**config.mk**
```make
export PLATFORM = sky130hd
export DESIGN_NAME = team_06_sram_word_packer
export DESIGN_NICKNAME = d
export VERILOG_FILES = /design/src/rtl/team_06_pkg.sv /design/src/rtl/team_06_word_fifo.sv /design/src/rtl/team_06_sram_word_packer.sv
export SDC_FILE = /design/constraint.sdc
export NUM_CORES = 1
export LEC_CHECK = 0
export BUFFER_PORTS_ARGS = -buffer_cell sky130_fd_sc_hd__buf_2
export CAP_MARGIN = 20
export CORE_ASPECT_RATIO = 0.75
export CORE_MARGIN = 1.5
export CORE_UTILIZATION = 57
export DETAILED_ROUTE_END_ITERATION = 10
export PLACE_DENSITY = 0.78
export REMOVE_ABC_BUFFERS = 1
export SLEW_MARGIN = 20
export SYNTH_ARGS = -nofsm -noshare
export SYNTH_HDL_FRONTEND = slang
export SYNTH_SLANG_ARGS = --single-unit
```
**constraint.sdc**
```tcl
create_clock -name clk -period 2.49 [get_ports clk]
set_input_delay 0.249 -clock clk [delete_from_list [all_inputs] [get_ports clk]]
set_output_delay 0.249 -clock clk [all_outputs]
set_load 0.1 [all_outputs]
```
**src/rtl/team_06_pkg.sv**
```systemverilog
// Shared types and constants for the SRAM audio word packer.
package team_06_pkg;

  // Default byte address of the circular audio recording region.
  localparam logic [31:0] SRAM_AUDIO_BASE = 32'h3300_0000;

  // Bus-side write sequencer states.
  typedef enum logic [1:0] {
    IDLE = 2'd0,
    REQ  = 2'd1,
    GAP  = 2'd2,
    WAIT = 2'd3
  } state_t;

  // Byte address of a word slot inside the region.
  function automatic logic [31:0] word_addr(input logic [31:0] base,
                                            input logic [31:0] word_index);
    return base + (word_index << 2);
  endfunction

endpackage

```
**src/rtl/team_06_word_fifo.sv**
```systemverilog
// Two-entry, 32-bit word FIFO. Push and pop may coincide, including when full.
module team_06_word_fifo
  import team_06_pkg::*;
(
  input  logic        clk,
  input  logic        nRST,
  input  logic        clear,
  input  logic        push,
  input  logic [31:0] push_data,
  input  logic        pop,
  output logic [31:0] head,
  output logic        full,
  output logic        empty
);

  logic [31:0] mem_reg [2];
  logic        wr_idx_reg;
  logic        rd_idx_reg;
  logic [1:0]  count_reg;
  logic [1:0]  count_next;
  logic        do_push;
  logic        do_pop;
  logic [1:0]  entry_we;

  assign full    = (count_reg == 2'd2);
  assign empty   = (count_reg == 2'd0);
  assign head    = mem_reg[rd_idx_reg];
  // A pop frees the head slot in the same edge, so a full FIFO may still accept a push.
  assign do_pop  = pop && !empty;
  assign do_push = push && (!full || do_pop);

  genvar gi;
  generate
    for (gi = 0; gi < 2; gi++) begin : g_entry_we
      assign entry_we[gi] = do_push && (wr_idx_reg == 1'(gi));
    end
  endgenerate

  // Occupancy bookkeeping for simultaneous push/pop.
  always_comb begin
    count_next = count_reg;
    case ({do_push, do_pop})
      2'b10:   count_next = count_reg + 2'd1;
      2'b01:   count_next = count_reg - 2'd1;
      default: count_next = count_reg;
    endcase
  end

  // Storage: only the slot addressed by the write index is loaded.
  always_ff @(posedge clk or negedge nRST) begin
    if (!nRST) begin
      mem_reg[0] <= '0;
      mem_reg[1] <= '0;
    end else begin
      for (int i = 0; i < 2; i++) begin
        if (entry_we[i]) mem_reg[i] <= push_data;
      end
    end
  end

  // Pointers and count; clear discards all contents.
  always_ff @(posedge clk or negedge nRST) begin
    if (!nRST) begin
      wr_idx_reg <= 1'b0;
      rd_idx_reg <= 1'b0;
      count_reg  <= 2'd0;
    end else if (clear) begin
      wr_idx_reg <= 1'b0;
      rd_idx_reg <= 1'b0;
      count_reg  <= 2'd0;
    end else begin
      if (do_push) wr_idx_reg <= ~wr_idx_reg;
      if (do_pop)  rd_idx_reg <= ~rd_idx_reg;
      count_reg <= count_next;
    end
  end

endmodule

```
**src/rtl/team_06_sram_word_packer.sv**
```systemverilog
// Packs 8-bit recorded samples into little-endian 32-bit words and writes
// them into a circular SRAM region through the wishbone manager user port.
module team_06_sram_word_packer
  import team_06_pkg::*;
#(
  parameter logic [31:0] BASE_ADDR   = SRAM_AUDIO_BASE,
  parameter int          DEPTH_WORDS = 1024,
  parameter int          AW          = $clog2(DEPTH_WORDS)
) (
  input  logic          clk,
  input  logic          nRST,
  input  logic [7:0]    sample_in,
  input  logic          sample_valid,
  input  logic          enable,
  input  logic          clear,
  output logic [31:0]   busAudioWrite,
  output logic [31:0]   addressOut,
  output logic [3:0]    select,
  output logic          write,
  input  logic          busySRAM,
  output logic [AW-1:0] wr_ptr,
  output logic          overflow
);

  state_t        state_reg;
  state_t        state_next;
  logic [1:0]    lane_reg;
  logic [23:0]   pack_reg;
  logic [23:0]   pack_next;
  logic [AW-1:0] wr_ptr_reg;
  logic          overflow_reg;
  logic          abort_reg;
  logic          abort_next;
  logic          write_reg;
  logic [31:0]   data_reg;
  logic [31:0]   addr_reg;

  logic          accept;
  logic          push;
  logic [31:0]   push_word;
  logic          pop;
  logic          load_req;
  logic          wait_done;
  logic [31:0]   fifo_head;
  logic          fifo_full;
  logic          fifo_empty;

  assign select        = 4'hF;
  assign write         = write_reg;
  assign busAudioWrite = data_reg;
  assign addressOut    = addr_reg;
  assign wr_ptr        = wr_ptr_reg;
  assign overflow      = overflow_reg;

  // A strobe coinciding with clear is dropped so the rewind starts from a clean lane 0.
  assign accept    = sample_valid && enable && !clear;
  assign push      = accept && (lane_reg == 2'd3);
  assign push_word = {sample_in, pack_reg};
  assign wait_done = (state_reg == WAIT) && !busySRAM;
  // A transaction interrupted by clear still finishes on the bus but must not
  // consume a word or advance the pointer.
  assign pop       = wait_done && !abort_reg && !clear;

  // Lanes 0..2 are staged; lane 3 goes straight into the FIFO with them.
  genvar gi;
  generate
    for (gi = 0; gi < 3; gi++) begin : g_lane
      assign pack_next[gi*8 +: 8] = (lane_reg == 2'(gi)) ? sample_in : pack_reg[gi*8 +: 8];
    end
  endgenerate

  team_06_word_fifo u_fifo (
    .clk       (clk),
    .nRST      (nRST),
    .clear     (clear),
    .push      (push),
    .push_data (push_word),
    .pop       (pop),
    .head      (fifo_head),
    .full      (fifo_full),
    .empty     (fifo_empty)
  );

  // Lane counter and partial word; disabled strobes leave both untouched.
  always_ff @(posedge clk or negedge nRST) begin
    if (!nRST) begin
      lane_reg <= 2'd0;
      pack_reg <= '0;
    end else if (clear) begin
      lane_reg <= 2'd0;
      pack_reg <= '0;
    end else if (accept) begin
      lane_reg <= lane_reg + 2'd1;
      pack_reg <= pack_next;
    end
  end

  // Sticky overflow: a completed word found no room and nothing left this cycle.
  always_ff @(posedge clk or negedge nRST) begin
    if (!nRST) begin
      overflow_reg <= 1'b0;
    end else if (clear) begin
      overflow_reg <= 1'b0;
    end else if (push && fifo_full && !pop) begin
      overflow_reg <= 1'b1;
    end
  end

  // Word pointer into the circular region; wraps naturally at DEPTH_WORDS.
  always_ff @(posedge clk or negedge nRST) begin
    if (!nRST) begin
      wr_ptr_reg <= '0;
    end else if (clear) begin
      wr_ptr_reg <= '0;
    end else if (pop) begin
      wr_ptr_reg <= wr_ptr_reg + 1'b1;
    end
  end

  // Sequencer state register.
  always_ff @(posedge clk or negedge nRST) begin
    if (!nRST) begin
      state_reg <= IDLE;
      abort_reg <= 1'b0;
    end else begin
      state_reg <= state_next;
      abort_reg <= abort_next;
    end
  end

  // Next-state logic: IDLE -> REQ -> GAP -> WAIT (until not busy) -> IDLE.
  always_comb begin
    state_next = state_reg;
    load_req   = 1'b0;
    abort_next = abort_reg;
    case (state_reg)
      IDLE: begin
        if (!fifo_empty && !busySRAM && !clear) begin
          state_next = REQ;
          load_req   = 1'b1;
        end
      end
      REQ:  state_next = GAP;
      GAP:  state_next = WAIT;
      WAIT: begin
        if (!busySRAM) state_next = IDLE;
      end
      default: state_next = IDLE;
    endcase
    if (wait_done) begin
      abort_next = 1'b0;
    end else if (clear && (state_reg != IDLE)) begin
      abort_next = 1'b1;
    end
  end

  // Registered bus outputs; data and address hold until the next request is launched.
  always_ff @(posedge clk or negedge nRST) begin
    if (!nRST) begin
      write_reg <= 1'b0;
      data_reg  <= '0;
      addr_reg  <= BASE_ADDR;
    end else begin
      write_reg <= load_req;
      if (load_req) begin
        data_reg <= fifo_head;
        addr_reg <= word_addr(BASE_ADDR, 32'(wr_ptr_reg));
      end
    end
  end

endmodule

```
==> impl_metrics.xml, run 1 <==
<?xml version="1.0" encoding="UTF-8"?>
<metrics>
  <group name="global_routing">
    <metric name="globalRoute.totalOverflow" unit="">0</metric>
    <metric name="antenna_found_initial" unit="">0</metric>
    <metric name="vias_in_the_first_global_route" unit="">4007</metric>
    <metric name="grt_pass1_wl" unit="µm">20240</metric>
    <metric name="grtUsageTotal" unit="">0.2195</metric>
    <metric name="grt_start_max_net_pins" unit="">55</metric>
  </group>
  <group name="finish">
    <metric name="largest_register_ff_count" unit="">64</metric>
    <metric name="mostFrequentLayoutCells" unit="">150 x dfrtp_1, 70 x nor2_1, 66 x buf_2</metric>
    <metric name="final_net_count" unit="">604</metric>
    <metric name="num-fill-cells" unit="">776</metric>
    <metric name="layout_commonest_cell" unit="">dfrtp_1</metric>
    <metric name="n_antenna_cell" unit="">0</metric>
    <metric name="final_layout_size_suffix_gt1_frac" unit="">0.2546</metric>
    <metric name="synthToLayoutAreaGrowth" unit="%">14.51</metric>
  </group>
  <group name="clock_network">
    <metric name="clockBufferDepth" unit="">2</metric>
    <metric name="cts_resized" unit="">0</metric>
    <metric name="cts-htree-levels" unit="">4</metric>
    <metric name="clock_tree.root_cell" unit="">clkbuf_16</metric>
    <metric name="clk_pin_slew_worst_paths" unit="ns">0.06</metric>
    <metric name="tritoncts" unit="">built</metric>
    <metric name="clk_latency" unit="ns">0.41</metric>
    <metric name="clkSinkCount" unit="">151</metric>
    <metric name="numCtsBuffers" unit="">17</metric>
  </group>
  <group name="route">
    <metric name="num_vias" unit="">4013</metric>
    <metric name="drt-vias-per-instance" unit="">5.475</metric>
    <metric name="wl_met1" unit="µm">5542</metric>
    <metric name="dr_wl_met3" unit="µm">478</metric>
    <metric name="total_wire_length_after_detailed_routing" unit="µm">12150</metric>
    <metric name="iteration_count_of_the_initial_detailed_routing_pass" unit="">5</metric>
    <metric name="drc_errors" unit="">0</metric>
    <metric name="wl_met2" unit="µm">5972</metric>
    <metric name="drt_iter0_drc" unit="">172</metric>
    <metric name="routed_wire_length_per_instance" unit="µm">16.58</metric>
    <metric name="highest_layer" unit="">met4</metric>
    <metric name="antenna_violating_nets_post_route" unit="">0</metric>
  </group>
  <group name="logic_synthesis">
    <metric name="synthesis.area_per_instance" unit="µm²">12.63</metric>
    <metric name="synth_enable_flop_cells" unit="">0</metric>
    <metric name="synth_cells" unit="">514</metric>
    <metric name="count_of_cell_types_in_the_netlist" unit="">35</metric>
    <metric name="synth.yosys.seq_area_share" unit="">0.5819</metric>
    <metric name="post_synth_instance_area" unit="µm²">6494</metric>
    <metric name="synth-seq-cells" unit="">151</metric>
    <metric name="synth-main-ff-cell" unit="">dfrtp_1</metric>
    <metric name="yosysWarningCount" unit="">0</metric>
    <metric name="async_reset_ff_frac" unit="">1.000</metric>
  </group>
  <group name="setup_path">
    <metric name="rr_startpoint" unit="">state_reg[1]</metric>
    <metric name="timing.critical_path.cells" unit="">ha_1, or3b_4, a21oi_4, nor2b_4, buf_12, mux2_1</metric>
    <metric name="cp.arrival" unit="ns">2.48</metric>
    <metric name="worst_path_largest_cell_delay" unit="ns">0.44</metric>
    <metric name="cp_capture_point" unit="">u_fifo.mem_reg[33]</metric>
    <metric name="critical_path_origin" unit="">state_reg[1]</metric>
    <metric name="r2r_slack" unit="ns">0.29</metric>
    <metric name="critPathLaunchType" unit="">register</metric>
    <metric name="critPathSlowestCell" unit="">or3b_4</metric>
    <metric name="worstReg2RegEnd" unit="">u_fifo.mem_reg[33]</metric>
    <metric name="critical_path_class" unit="">reg2reg</metric>
    <metric name="rr_worst_depth" unit="">6</metric>
    <metric name="cp.required" unit="ns">2.77</metric>
    <metric name="worst_setup_path_end_kind" unit="">register</metric>
    <metric name="path_max_fanout" unit="">32</metric>
  </group>
  <group name="sta">
    <metric name="setup_total_negative_slack" unit="ns">0</metric>
    <metric name="max_clk_rate" unit="MHz">454.0</metric>
    <metric name="timing.final.crit_share" unit="">0.8846</metric>
    <metric name="fin_hold_viols" unit="">0</metric>
    <metric name="final.setup_skew" unit="ns">0.007082</metric>
    <metric name="tightestPinTransition" unit="ns">1.077</metric>
    <metric name="whs" unit="ns">0.1284</metric>
    <metric name="timing.final.setup_violations" unit="">0</metric>
    <metric name="min_period" unit="ns">2.203</metric>
    <metric name="timing.final.max_slew_violations" unit="">0</metric>
    <metric name="rsz0062_at_grt" unit="">false</metric>
    <metric name="worst_slew_margin_rel" unit="">0.2822</metric>
  </group>
  <group name="place">
    <metric name="routabilityCongestion" unit="">0.7574</metric>
    <metric name="io_buffer_count" unit="">67</metric>
    <metric name="post_detail_place_hpwl" unit="µm">7629</metric>
  </group>
  <group name="floorplan">
    <metric name="die_height" unit="µm">95.44</metric>
    <metric name="initial_utilization" unit="">0.5890</metric>
    <metric name="boundaryPins" unit="">94</metric>
    <metric name="std_cell_rows" unit="">33</metric>
    <metric name="design.core.area" unit="µm²">11020</metric>
    <metric name="die_x" unit="µm">126.2</metric>
    <metric name="fp.dieArea" unit="µm²">12050</metric>
  </group>
  <group name="pwr">
    <metric name="total_leakage_power" unit="nW">3.892</metric>
    <metric name="power" unit="mW">5.743</metric>
    <metric name="vdd.ir_drop.worst" unit="V">0.0004709</metric>
    <metric name="power_per_cell_area" unit="nW/µm²">772.4</metric>
  </group>
  <group name="worst_hold_path">
    <metric name="worstHoldPathType" unit="">in2reg</metric>
  </group>
  <group name="job">
    <metric name="drv_cap" unit="">0</metric>
  </group>
  <group name="status">
    <metric name="run_status" unit="">finished clean</metric>
  </group>
</metrics>
-- worst max-delay path, delay by kind of cell (launching register included) --
family | cells | cell delay, ns
DFF | 1 | 0.41
adders and majority gates | 1 | 0.25
muxes | 1 | 0.37
and+or+nand+nor | 2 | 0.63
AOI/OAI and AO/OA | 1 | 0.18
buffers and inverters | 1 | 0.23
-- cells by family (layout without fill, tap and decap cells) --
group | count (synthesis) | after routing | synth area share
DFF | 151 | 151 | 0.5819
muxes | 132 | 132 | 0.2181
and+or+nand+nor | 106 | 106 | 0.07553
buffers and inverters | 58 | 113 | 0.05453
AOI/OAI and AO/OA | 46 | 46 | 0.03854
xor gates and xnor gates | 11 | 11 | 0.01484
adders and majority gates | 8 | 8 | 0.01541
other | 2 | 26 | 0.001157
-- cells in the mapped netlist (5+ instances only) --
library cell / n / area, µm²
xor2_1: 5 / 43.79
a21oi_1: 40 / 200.2
buf_4: 27 / 202.7
nor2_1: 70 / 262.8
buf_2: 10 / 50.05
mux2_2: 43 / 484.2
mux2i_1: 56 / 560.5
mux2_1: 33 / 371.6
dfrtp_1: 151 / 3779
ha_1: 8 / 100.1
nand2_1: 6 / 22.52
clkbuf_1: 10 / 37.54
nand3_1: 8 / 40.04
inv_1: 6 / 22.52
nor2b_1: 5 / 31.28
xnor2_1: 6 / 52.55
-- power breakdown --
part / total, mW / switching, mW / leakage (nW) / internal [mW]
registers: 2.59 / 0.0583 / 2.06 / 2.53
clock network: 2.42 / 0.903 / 0.268 / 1.52
logic: 0.738 / 0.586 / 1.56 / 0.152
total: 5.74 / 1.55 / 3.89 / 4.20
-- stage by stage --
step	worst slack (ns)	instances	util	instance area (µm²)
final	0.2875	733	0.6745	7436
after global routing	0.2216	733	0.6745	7436
after CTS	0.2961	733	0.6745	7436
after detailed placement	0.3258	702	0.6238	6877
after global placement	0.4198	702	0.6238	6877
after floorplan	-4.602	486	-	6252
-- layout make-up --
cell class	count	area, µm²	share of cell area
clock buffer	26	479.2	0.06445
clock inverter	4	70.07	0.009423
inverter	6	22.52	0.003029
multi-input combinational	329	2465	0.3315
sequential	151	3780	0.5083
tap	140	175.2	0.02356
timing repair buffer	77	444.2	0.05973
-- timing repair --
| action | in CTS | in global routing |
|---|---|---|
| setup buffers | 0 | 0 |
| hold buffers | 1 | 0 |
| hold endpoints to repair | 50 | 0 |
-- per-layer routing --
metal,vias to the layer above,GRT usage
li1,1842,-
met2,101,0.3654
met4,0,0.08238
met5,-,0
met3,20,0.04545
met1,2050,0.2900
-- worst min path at each step --
stage	endpoint	slack (ns)	from	cells past startpoint
after floorplan	abort_reg	-0.05	nRST	0
after global placement	busAudioWrite[30]	0.23	nRST	1
after detailed placement	busAudioWrite[30]	0.24	nRST	1
after CTS	abort_reg	0.12	busySRAM	3
after global routing	u_fifo.mem_reg[56]	0.13	sample_in[0]	2
final	u_fifo.mem_reg[60]	0.13	sample_in[4]	2
No activity file was read; power rests on OpenSTA's default activity.
==> run 2: changes to the inputs <==
--- a/config.mk
+++ b/config.mk
@@ -11,9 +11,9 @@
 export CORE_MARGIN = 1.5
 export CORE_UTILIZATION = 57
 export DETAILED_ROUTE_END_ITERATION = 10
-export PLACE_DENSITY = 0.78
-export REMOVE_ABC_BUFFERS = 1
+export PLACE_DENSITY = 0.77
 export SLEW_MARGIN = 20
 export SYNTH_ARGS = -nofsm -noshare
 export SYNTH_HDL_FRONTEND = slang
+export SYNTH_HIERARCHICAL = 1
 export SYNTH_SLANG_ARGS = --single-unit
==> run 2 against run 1 <==
Effect of this change:
- global-route usage up 1.2 points
- sequential cell count unchanged
- fmax increased by 0.74%
- clock skew increased by 0.0013 ns
- clock power increased by 13%
- power up 0.24%
- sequential power fell by 2%
- critical endpoint is now u_fifo/mem_reg[49]
==> impl_metrics.xml, run 2 <==
<?xml version="1.0" encoding="UTF-8"?>
<metrics>
  <group name="status">
    <metric name="run_status" unit="">finished clean</metric>
  </group>
  <group name="sta">
    <metric name="timing.final.crit_share" unit="">0.8781</metric>
    <metric name="whs" unit="ns">0.1038</metric>
    <metric name="timing.final.max_slew_violations" unit="">0</metric>
    <metric name="rsz0062_at_grt" unit="">false</metric>
    <metric name="fin_hold_viols" unit="">0</metric>
    <metric name="tightestPinTransition" unit="ns">0.6671</metric>
    <metric name="worst_slew_margin_rel" unit="">0.5553</metric>
    <metric name="min_period" unit="ns">2.186</metric>
    <metric name="setup_total_negative_slack" unit="ns">0</metric>
    <metric name="timing.final.setup_violations" unit="">0</metric>
    <metric name="final.setup_skew" unit="ns">0.008422</metric>
    <metric name="max_clk_rate" unit="MHz">457.4</metric>
  </group>
  <group name="clock_network">
    <metric name="clock_tree.root_cell" unit="">clkbuf_16</metric>
    <metric name="clk_pin_slew_worst_paths" unit="ns">0.06</metric>
    <metric name="clkSinkCount" unit="">151</metric>
    <metric name="cts_resized" unit="">0</metric>
    <metric name="clockBufferDepth" unit="">2</metric>
    <metric name="cts-htree-levels" unit="">4</metric>
    <metric name="tritoncts" unit="">built</metric>
    <metric name="clk_latency" unit="ns">0.42</metric>
    <metric name="numCtsBuffers" unit="">17</metric>
  </group>
  <group name="floorplan">
    <metric name="die_height" unit="µm">97.38</metric>
    <metric name="fp.dieArea" unit="µm²">12540</metric>
    <metric name="std_cell_rows" unit="">34</metric>
    <metric name="design.core.area" unit="µm²">11570</metric>
    <metric name="boundaryPins" unit="">94</metric>
    <metric name="die_x" unit="µm">128.8</metric>
    <metric name="initial_utilization" unit="">0.5850</metric>
  </group>
  <group name="logic_synthesis">
    <metric name="synth_enable_flop_cells" unit="">0</metric>
    <metric name="post_synth_most_frequent_cells" unit="">151 x dfrtp_1, 108 x mux2_2, 34 x nor2_1</metric>
    <metric name="yosysWarningCount" unit="">6</metric>
    <metric name="synth-seq-cells" unit="">151</metric>
    <metric name="post-synth-top-count-cell" unit="">dfrtp_1</metric>
    <metric name="synthDominantCellAreaShare" unit="">0.5582</metric>
    <metric name="count_of_cell_types_in_the_netlist" unit="">37</metric>
    <metric name="synth.yosys.seq_area_share" unit="">0.5582</metric>
    <metric name="post_synth_instance_area" unit="µm²">6769</metric>
    <metric name="synth-main-ff-cell" unit="">dfrtp_1</metric>
    <metric name="synth_cells" unit="">487</metric>
    <metric name="synth_top_cells_by_area" unit="">dfrtp_1 56%, mux2_2 18%, mux2_4 7.1%, mux2i_1 3.7%, buf_4 2.9%</metric>
    <metric name="async_reset_ff_frac" unit="">1.000</metric>
    <metric name="yosys.area.top_type" unit="">dfrtp_1</metric>
    <metric name="synthesis.area_per_instance" unit="µm²">13.90</metric>
  </group>
  <group name="global_routing">
    <metric name="grt_start_max_net_pins" unit="">72</metric>
    <metric name="antenna_found_initial" unit="">0</metric>
    <metric name="grt_pass1_wl" unit="µm">21930</metric>
    <metric name="vias_in_the_first_global_route" unit="">4172</metric>
    <metric name="globalRoute.totalOverflow" unit="">0</metric>
    <metric name="grtUsageTotal" unit="">0.2317</metric>
  </group>
  <group name="route">
    <metric name="total_wire_length_after_detailed_routing" unit="µm">13250</metric>
    <metric name="iteration_count_of_the_initial_detailed_routing_pass" unit="">4</metric>
    <metric name="drt-vias-per-instance" unit="">5.367</metric>
    <metric name="antenna_violating_nets_post_route" unit="">0</metric>
    <metric name="drc_errors" unit="">0</metric>
    <metric name="routed_wire_length_per_instance" unit="µm">18.03</metric>
    <metric name="drt_iter0_drc" unit="">234</metric>
    <metric name="num_vias" unit="">3945</metric>
  </group>
  <group name="finish">
    <metric name="final_net_count" unit="">582</metric>
    <metric name="final_layout_size_suffix_gt1_frac" unit="">0.4450</metric>
    <metric name="n_antenna_cell" unit="">0</metric>
    <metric name="postLayoutCellArea" unit="µm²">7851</metric>
    <metric name="mostFrequentLayoutCells" unit="">151 x dfrtp_1, 108 x mux2_2, 66 x buf_2</metric>
    <metric name="layout_commonest_cell" unit="">dfrtp_1</metric>
    <metric name="finish.cell_count_without_fillers" unit="">735</metric>
    <metric name="largest_register_ff_count" unit="">64</metric>
    <metric name="synthToLayoutAreaGrowth" unit="%">15.99</metric>
  </group>
  <group name="setup_path">
    <metric name="r2r_slack" unit="ns">0.30</metric>
    <metric name="worstReg2RegEnd" unit="">u_fifo/mem_reg[49]</metric>
    <metric name="critPathTopFamily" unit="">simple AND/OR/NAND/NOR gates</metric>
    <metric name="worst_path_largest_cell_delay" unit="ns">0.38</metric>
    <metric name="critical_path_origin" unit="">state_reg[1]</metric>
    <metric name="cp.required" unit="ns">2.78</metric>
    <metric name="rr_worst_depth" unit="">7</metric>
    <metric name="worst_setup_path_end_kind" unit="">register</metric>
    <metric name="timing.critical_path.cells" unit="">ha_1, or3b_1, nor2_1, nor3b_4, nor3_4, buf_12, mux2_2</metric>
    <metric name="critical_path_class" unit="">reg2reg</metric>
    <metric name="rr_startpoint" unit="">state_reg[1]</metric>
    <metric name="timing.critical_path.buf_inv" unit="">1</metric>
    <metric name="path_max_fanout" unit="">31</metric>
    <metric name="critPathSlowestCell" unit="">dfrtp_1</metric>
    <metric name="critPathLaunchType" unit="">register</metric>
    <metric name="cp.arrival" unit="ns">2.48</metric>
  </group>
  <group name="worst_hold_path">
    <metric name="hold-path-cell-count" unit="">3</metric>
    <metric name="min_to" unit="">abort_reg</metric>
    <metric name="worstHoldPathType" unit="">in2reg</metric>
    <metric name="launch_instance_of_the_worst_min_delay_path" unit="">busySRAM</metric>
  </group>
  <group name="place">
    <metric name="routabilityCongestion" unit="">0.7232</metric>
    <metric name="place.detailed.instances" unit="">702</metric>
    <metric name="post_detail_place_hpwl" unit="µm">8247</metric>
    <metric name="postPlaceCellArea" unit="µm²">7202</metric>
    <metric name="io_buffer_count" unit="">67</metric>
  </group>
  <group name="pwr">
    <metric name="clockPowerShare" unit="">0.476</metric>
    <metric name="internal_power" unit="mW">4.374</metric>
    <metric name="power" unit="mW">5.757</metric>
    <metric name="vdd.ir_drop.worst" unit="V">0.0006001</metric>
    <metric name="power_per_cell_area" unit="nW/µm²">733.3</metric>
    <metric name="total_leakage_power" unit="nW">4.156</metric>
    <metric name="netSwitchingPower" unit="mW">1.383</metric>
    <metric name="swShare" unit="">0.2402</metric>
    <metric name="power.share.sequential" unit="">0.441</metric>
    <metric name="comb_power_share" unit="">0.083</metric>
  </group>
  <group name="job">
    <metric name="drv_cap" unit="">0</metric>
  </group>
</metrics>
[run 2: cell types whose count changed after synthesis, moves of 5 or more]
cell     delta
nor2_1     -36
mux2_1     -33
mux2i_1    -31
xnor2_1     -5
inv_1       +5
a21oi_1    -29
mux2_4     +32
mux2_2     +65
[run 2: through the flow]
step	utilization	worst slack (ns)
after floorplan	-	0.002152
after global placement	0.6224	0.3689
after detailed placement	0.6224	0.3298
after CTS	0.6785	0.3036
after global routing	0.6785	0.1686
final	0.6785	0.3037
[run 2: worst register-to-register path: stages, from the launching register on]
cell and delay (ns):
dfrtp_1 0.38, ha_1 0.19, or3b_1 0.37, nor2_1 0.22, nor3b_4 0.10, nor3_4 0.16, buf_12 0.23, mux2_2 0.41
[run 2: routing by layer]
metal	share of wire	wire length, µm	global-route usage	vias up
met5	0	0	0	-
met4	0.0081	107	0.06050	0
met3	0.028	366	0.05396	10
met2	0.50	6618	0.3809	66
met1	0.46	6160	0.3114	2067
li1	-	-	-	1802
[run 2: cell families (layout without fill, tap and decap cells)]
| logic type | after synthesis | count (layout) | synth area share |
|---|---|---|---|
| xor+xnor | 3 | 3 | 0.003882 |
| mux | 165 | 165 | 0.2876 |
| buf+inv | 61 | 123 | 0.05675 |
| compound gates | 27 | 27 | 0.02385 |
| simple gates | 70 | 70 | 0.05379 |
| other cells | 2 | 26 | 0.001109 |
| fa+ha+maj | 8 | 8 | 0.01479 |
| flops | 151 | 151 | 0.5582 |
[run 2: repair_timing]
item	CTS	global route
hold buffers	1	0
endpoints found under the hold margin	67	0
setup buffers	0	0
[run 2: cell type report]
| cell class | instances | area, µm² |
|---|---|---|
| multi-input combinational | 299 | 2698 |
| clock buffer | 20 | 466.7 |
| tap | 162 | 202.7 |
| timing repair buffer | 80 | 491.7 |
| fill | 838 | 3720 |
| sequential | 151 | 3779 |
| clock inverter | 12 | 172.7 |
| inverter | 11 | 41.29 |
[run 2: power groups by stage]
stage          sequential (mW)  combinational (mW)  clock (mW)
3_5_place_dp              2.58               0.478           0
5_1_grt                   2.54               0.526        2.89
4_1_cts                   2.54               0.482        2.78
6_report                  2.54               0.478        2.74
3_3_place_gp              2.58               0.460           0
2_1_floorplan             2.59               0.374           0
[run 2: worst max path at each step]
stage | slack (ns) | cells after the start | end
4_1_cts | 0.30 | 7 | u_fifo/mem_reg[0]
3_3_place_gp | 0.37 | 7 | u_fifo/mem_reg[0]
6_report | 0.30 | 7 | u_fifo/mem_reg[49]
3_5_place_dp | 0.33 | 7 | u_fifo/mem_reg[0]
5_1_grt | 0.17 | 7 | u_fifo/mem_reg[0]
2_1_floorplan | 0.002 | 9 | u_fifo/mem_reg[56]
==> run 3: changes to the inputs <==
--- a/config.mk
+++ b/config.mk
@@ -7,9 +7,10 @@
 export LEC_CHECK = 0
 export BUFFER_PORTS_ARGS = -buffer_cell sky130_fd_sc_hd__buf_2
 export CAP_MARGIN = 20
-export CORE_ASPECT_RATIO = 0.75
+export CORE_ASPECT_RATIO = 1.75
 export CORE_MARGIN = 1.5
 export CORE_UTILIZATION = 57
+export CTS_BUF_LIST = sky130_fd_sc_hd__clkbuf_4 sky130_fd_sc_hd__clkbuf_8 sky130_fd_sc_hd__clkbuf_16
 export DETAILED_ROUTE_END_ITERATION = 10
 export PLACE_DENSITY = 0.77
 export SLEW_MARGIN = 20
==> run 3 against run 2 <==
Effect of this change:
- the run now ends with DRC left
- first-iteration DRC count rose by 4.7%
- die area rose by 0.15%
- sequential share of layout area rose by 0.47 points
- worst setup slack got worse by 0.061 ns
- clock power fell by 8.0%
- sequential power barely moved
- cell count fell by 3.8%
- sequential cell count did not move
- global-route usage fell by 1.6 points
- utilization fell by 0.72 points
- worst hold slack got worse by 0.0089 ns
- critical endpoint is now u_fifo/mem_reg[38]
- largest power group is now sequential cells
==> impl_metrics.xml, run 3 (same netlist as run 2, synthesis figures left out) <==
<?xml version="1.0" encoding="UTF-8"?>
<metrics>
  <group name="setup_path">
    <metric name="cp.arrival" unit="ns">2.54</metric>
    <metric name="critPathLaunchType" unit="">register</metric>
    <metric name="cp.required" unit="ns">2.78</metric>
    <metric name="rr_worst_depth" unit="">7</metric>
    <metric name="rr_startpoint" unit="">lane_reg[1]</metric>
    <metric name="worst_setup_path_end_kind" unit="">register</metric>
    <metric name="worstReg2RegEnd" unit="">u_fifo/mem_reg[38]</metric>
    <metric name="r2r_slack" unit="ns">0.24</metric>
    <metric name="critical_path_class" unit="">reg2reg</metric>
    <metric name="path_max_fanout" unit="">31</metric>
    <metric name="critical_path_origin" unit="">lane_reg[1]</metric>
    <metric name="cp_capture_point" unit="">u_fifo/mem_reg[38]</metric>
  </group>
  <group name="floorplan">
    <metric name="initial_utilization" unit="">0.5845</metric>
    <metric name="die_height" unit="µm">147.2</metric>
    <metric name="fp.dieArea" unit="µm²">12560</metric>
    <metric name="boundaryPins" unit="">94</metric>
    <metric name="die_x" unit="µm">85.38</metric>
    <metric name="design.core.area" unit="µm²">11580</metric>
    <metric name="std_cell_rows" unit="">52</metric>
  </group>
  <group name="place">
    <metric name="post_detail_place_hpwl" unit="µm">8314</metric>
    <metric name="place.detailed.instances" unit="">674</metric>
    <metric name="io_buffer_count" unit="">67</metric>
    <metric name="placement.setup.worst_slack" unit="ns">0.2893</metric>
    <metric name="routabilityCongestion" unit="">0.7595</metric>
    <metric name="postPlaceCellArea" unit="µm²">7173</metric>
  </group>
  <group name="clock_network">
    <metric name="clk_latency" unit="ns">0.41</metric>
    <metric name="clock_tree.root_cell" unit="">clkbuf_16</metric>
    <metric name="clk_pin_slew_worst_paths" unit="ns">0.06</metric>
    <metric name="clockBufferDepth" unit="">2</metric>
    <metric name="numCtsBuffers" unit="">17</metric>
    <metric name="tritoncts" unit="">built</metric>
    <metric name="clkSinkCount" unit="">151</metric>
    <metric name="cts_resized" unit="">0</metric>
    <metric name="cts-htree-levels" unit="">4</metric>
  </group>
  <group name="job">
    <metric name="drv_cap" unit="">0</metric>
  </group>
  <group name="global_routing">
    <metric name="grtUsageTotal" unit="">0.2154</metric>
    <metric name="vias_in_the_first_global_route" unit="">4208</metric>
    <metric name="grt_pass1_wl" unit="µm">21000</metric>
    <metric name="globalRoute.totalOverflow" unit="">0</metric>
    <metric name="grt_start_max_net_pins" unit="">74</metric>
    <metric name="antenna_found_initial" unit="">0</metric>
  </group>
  <group name="finish">
    <metric name="final_net_count" unit="">581</metric>
    <metric name="finish.cell_count_without_fillers" unit="">707</metric>
    <metric name="final_layout_size_suffix_gt1_frac" unit="">0.4441</metric>
    <metric name="layout_commonest_cell" unit="">dfrtp_1</metric>
    <metric name="post-route-util" unit="">0.6713</metric>
    <metric name="synthToLayoutAreaGrowth" unit="%">14.86</metric>
    <metric name="mostFrequentLayoutCells" unit="">151 x dfrtp_1, 108 x mux2_2, 66 x buf_2</metric>
    <metric name="n_antenna_cell" unit="">0</metric>
    <metric name="postLayoutCellArea" unit="µm²">7775</metric>
    <metric name="largest_register_ff_count" unit="">64</metric>
  </group>
  <group name="pwr">
    <metric name="netSwitchingPower" unit="mW">1.357</metric>
    <metric name="power" unit="mW">5.526</metric>
    <metric name="internal_power" unit="mW">4.169</metric>
    <metric name="comb_power_share" unit="">0.085</metric>
    <metric name="clockPowerShare" unit="">0.456</metric>
    <metric name="power_per_cell_area" unit="nW/µm²">710.7</metric>
    <metric name="power.share.sequential" unit="">0.459</metric>
    <metric name="vdd.ir_drop.worst" unit="V">0.0005603</metric>
    <metric name="total_leakage_power" unit="nW">4.133</metric>
    <metric name="swShare" unit="">0.2455</metric>
  </group>
  <group name="route">
    <metric name="total_wire_length_after_detailed_routing" unit="µm">12520</metric>
    <metric name="drc_errors" unit="">5</metric>
    <metric name="routed_wire_length_per_instance" unit="µm">17.71</metric>
    <metric name="num_vias" unit="">3858</metric>
    <metric name="iteration_count_of_the_initial_detailed_routing_pass" unit="">7</metric>
    <metric name="antenna_violating_nets_post_route" unit="">0</metric>
    <metric name="drt-vias-per-instance" unit="">5.457</metric>
    <metric name="drt_iter0_drc" unit="">245</metric>
  </group>
  <group name="sta">
    <metric name="final.setup_skew" unit="ns">0.005377</metric>
    <metric name="fin_hold_viols" unit="">0</metric>
    <metric name="worst_slew_margin_rel" unit="">0.5471</metric>
    <metric name="rsz0062_at_grt" unit="">false</metric>
    <metric name="setup_total_negative_slack" unit="ns">0</metric>
    <metric name="setup_slack" unit="ns">0.2425</metric>
    <metric name="whs" unit="ns">0.09487</metric>
    <metric name="min_period" unit="ns">2.247</metric>
    <metric name="timing.final.setup_violations" unit="">0</metric>
    <metric name="max_clk_rate" unit="MHz">444.9</metric>
    <metric name="timing.final.max_slew_violations" unit="">0</metric>
    <metric name="tightestPinTransition" unit="ns">0.6794</metric>
    <metric name="timing.final.crit_share" unit="">0.9026</metric>
  </group>
  <group name="worst_hold_path">
    <metric name="worstHoldPathType" unit="">in2reg</metric>
  </group>
  <group name="status">
    <metric name="failing_checks" unit="">DRC</metric>
    <metric name="run_status" unit="">complete, but fails checks</metric>
  </group>
</metrics>
## run 3: power by group through the flow
| stage | Combinational (mW) | Sequential [mW] | Clock (mW) |
|---|---|---|---|
| final | 0.471 | 2.54 | 2.52 |
| after global routing | 0.515 | 2.54 | 2.69 |
| after CTS | 0.477 | 2.54 | 2.57 |
| after detailed placement | 0.474 | 2.58 | 0 |
| after global placement | 0.457 | 2.58 | 0 |
| after floorplan | 0.374 | 2.59 | 0 |
## run 3: how the worst min path moves through the flow
stage	from	to	slack [ns]	cells after the start
floorplan	nRST	abort_reg	-0.05	0
global placement	nRST	state_reg[1]	0.31	1
detailed placement	nRST	state_reg[0]	0.32	1
CTS	busySRAM	abort_reg	0.08	3
global route	busySRAM	abort_reg	0.10	3
finish	busySRAM	abort_reg	0.09	3
## run 3: layout make-up
class	instances	area, µm²
flip-flops and latches	151	3779
clock buffers	20	466.7
repair buffers	79	496.7
fillers	829	3806
inverters	11	41.29
multi-input cells	299	2698
well taps	135	168.9
clock inverters	12	125.1
## run 3: per-layer routing
layer / track usage / vias to the layer above / routed length, µm
met5: 0 / - / 0
met4: 0.06129 / 0 / 113
li1: - / 1784 / -
met2: 0.3802 / 78 / 6860
met3: 0.05393 / 9 / 406
met1: 0.2596 / 1987 / 5143
## run 3: repair_timing
action                                 in CTS  in global routing
hold buffers                                1                  0
endpoints found under the hold margin      71                  0
setup buffers                               0                  0
## run 3: critical path: stages (launching register included)
cell	delay [ns]
dfrtp_1	0.40
ha_1	0.17
and3_1	0.18
nor2b_1	0.32
inv_1	0.19
nor3_4	0.25
buf_12	0.24
mux2_2	0.37
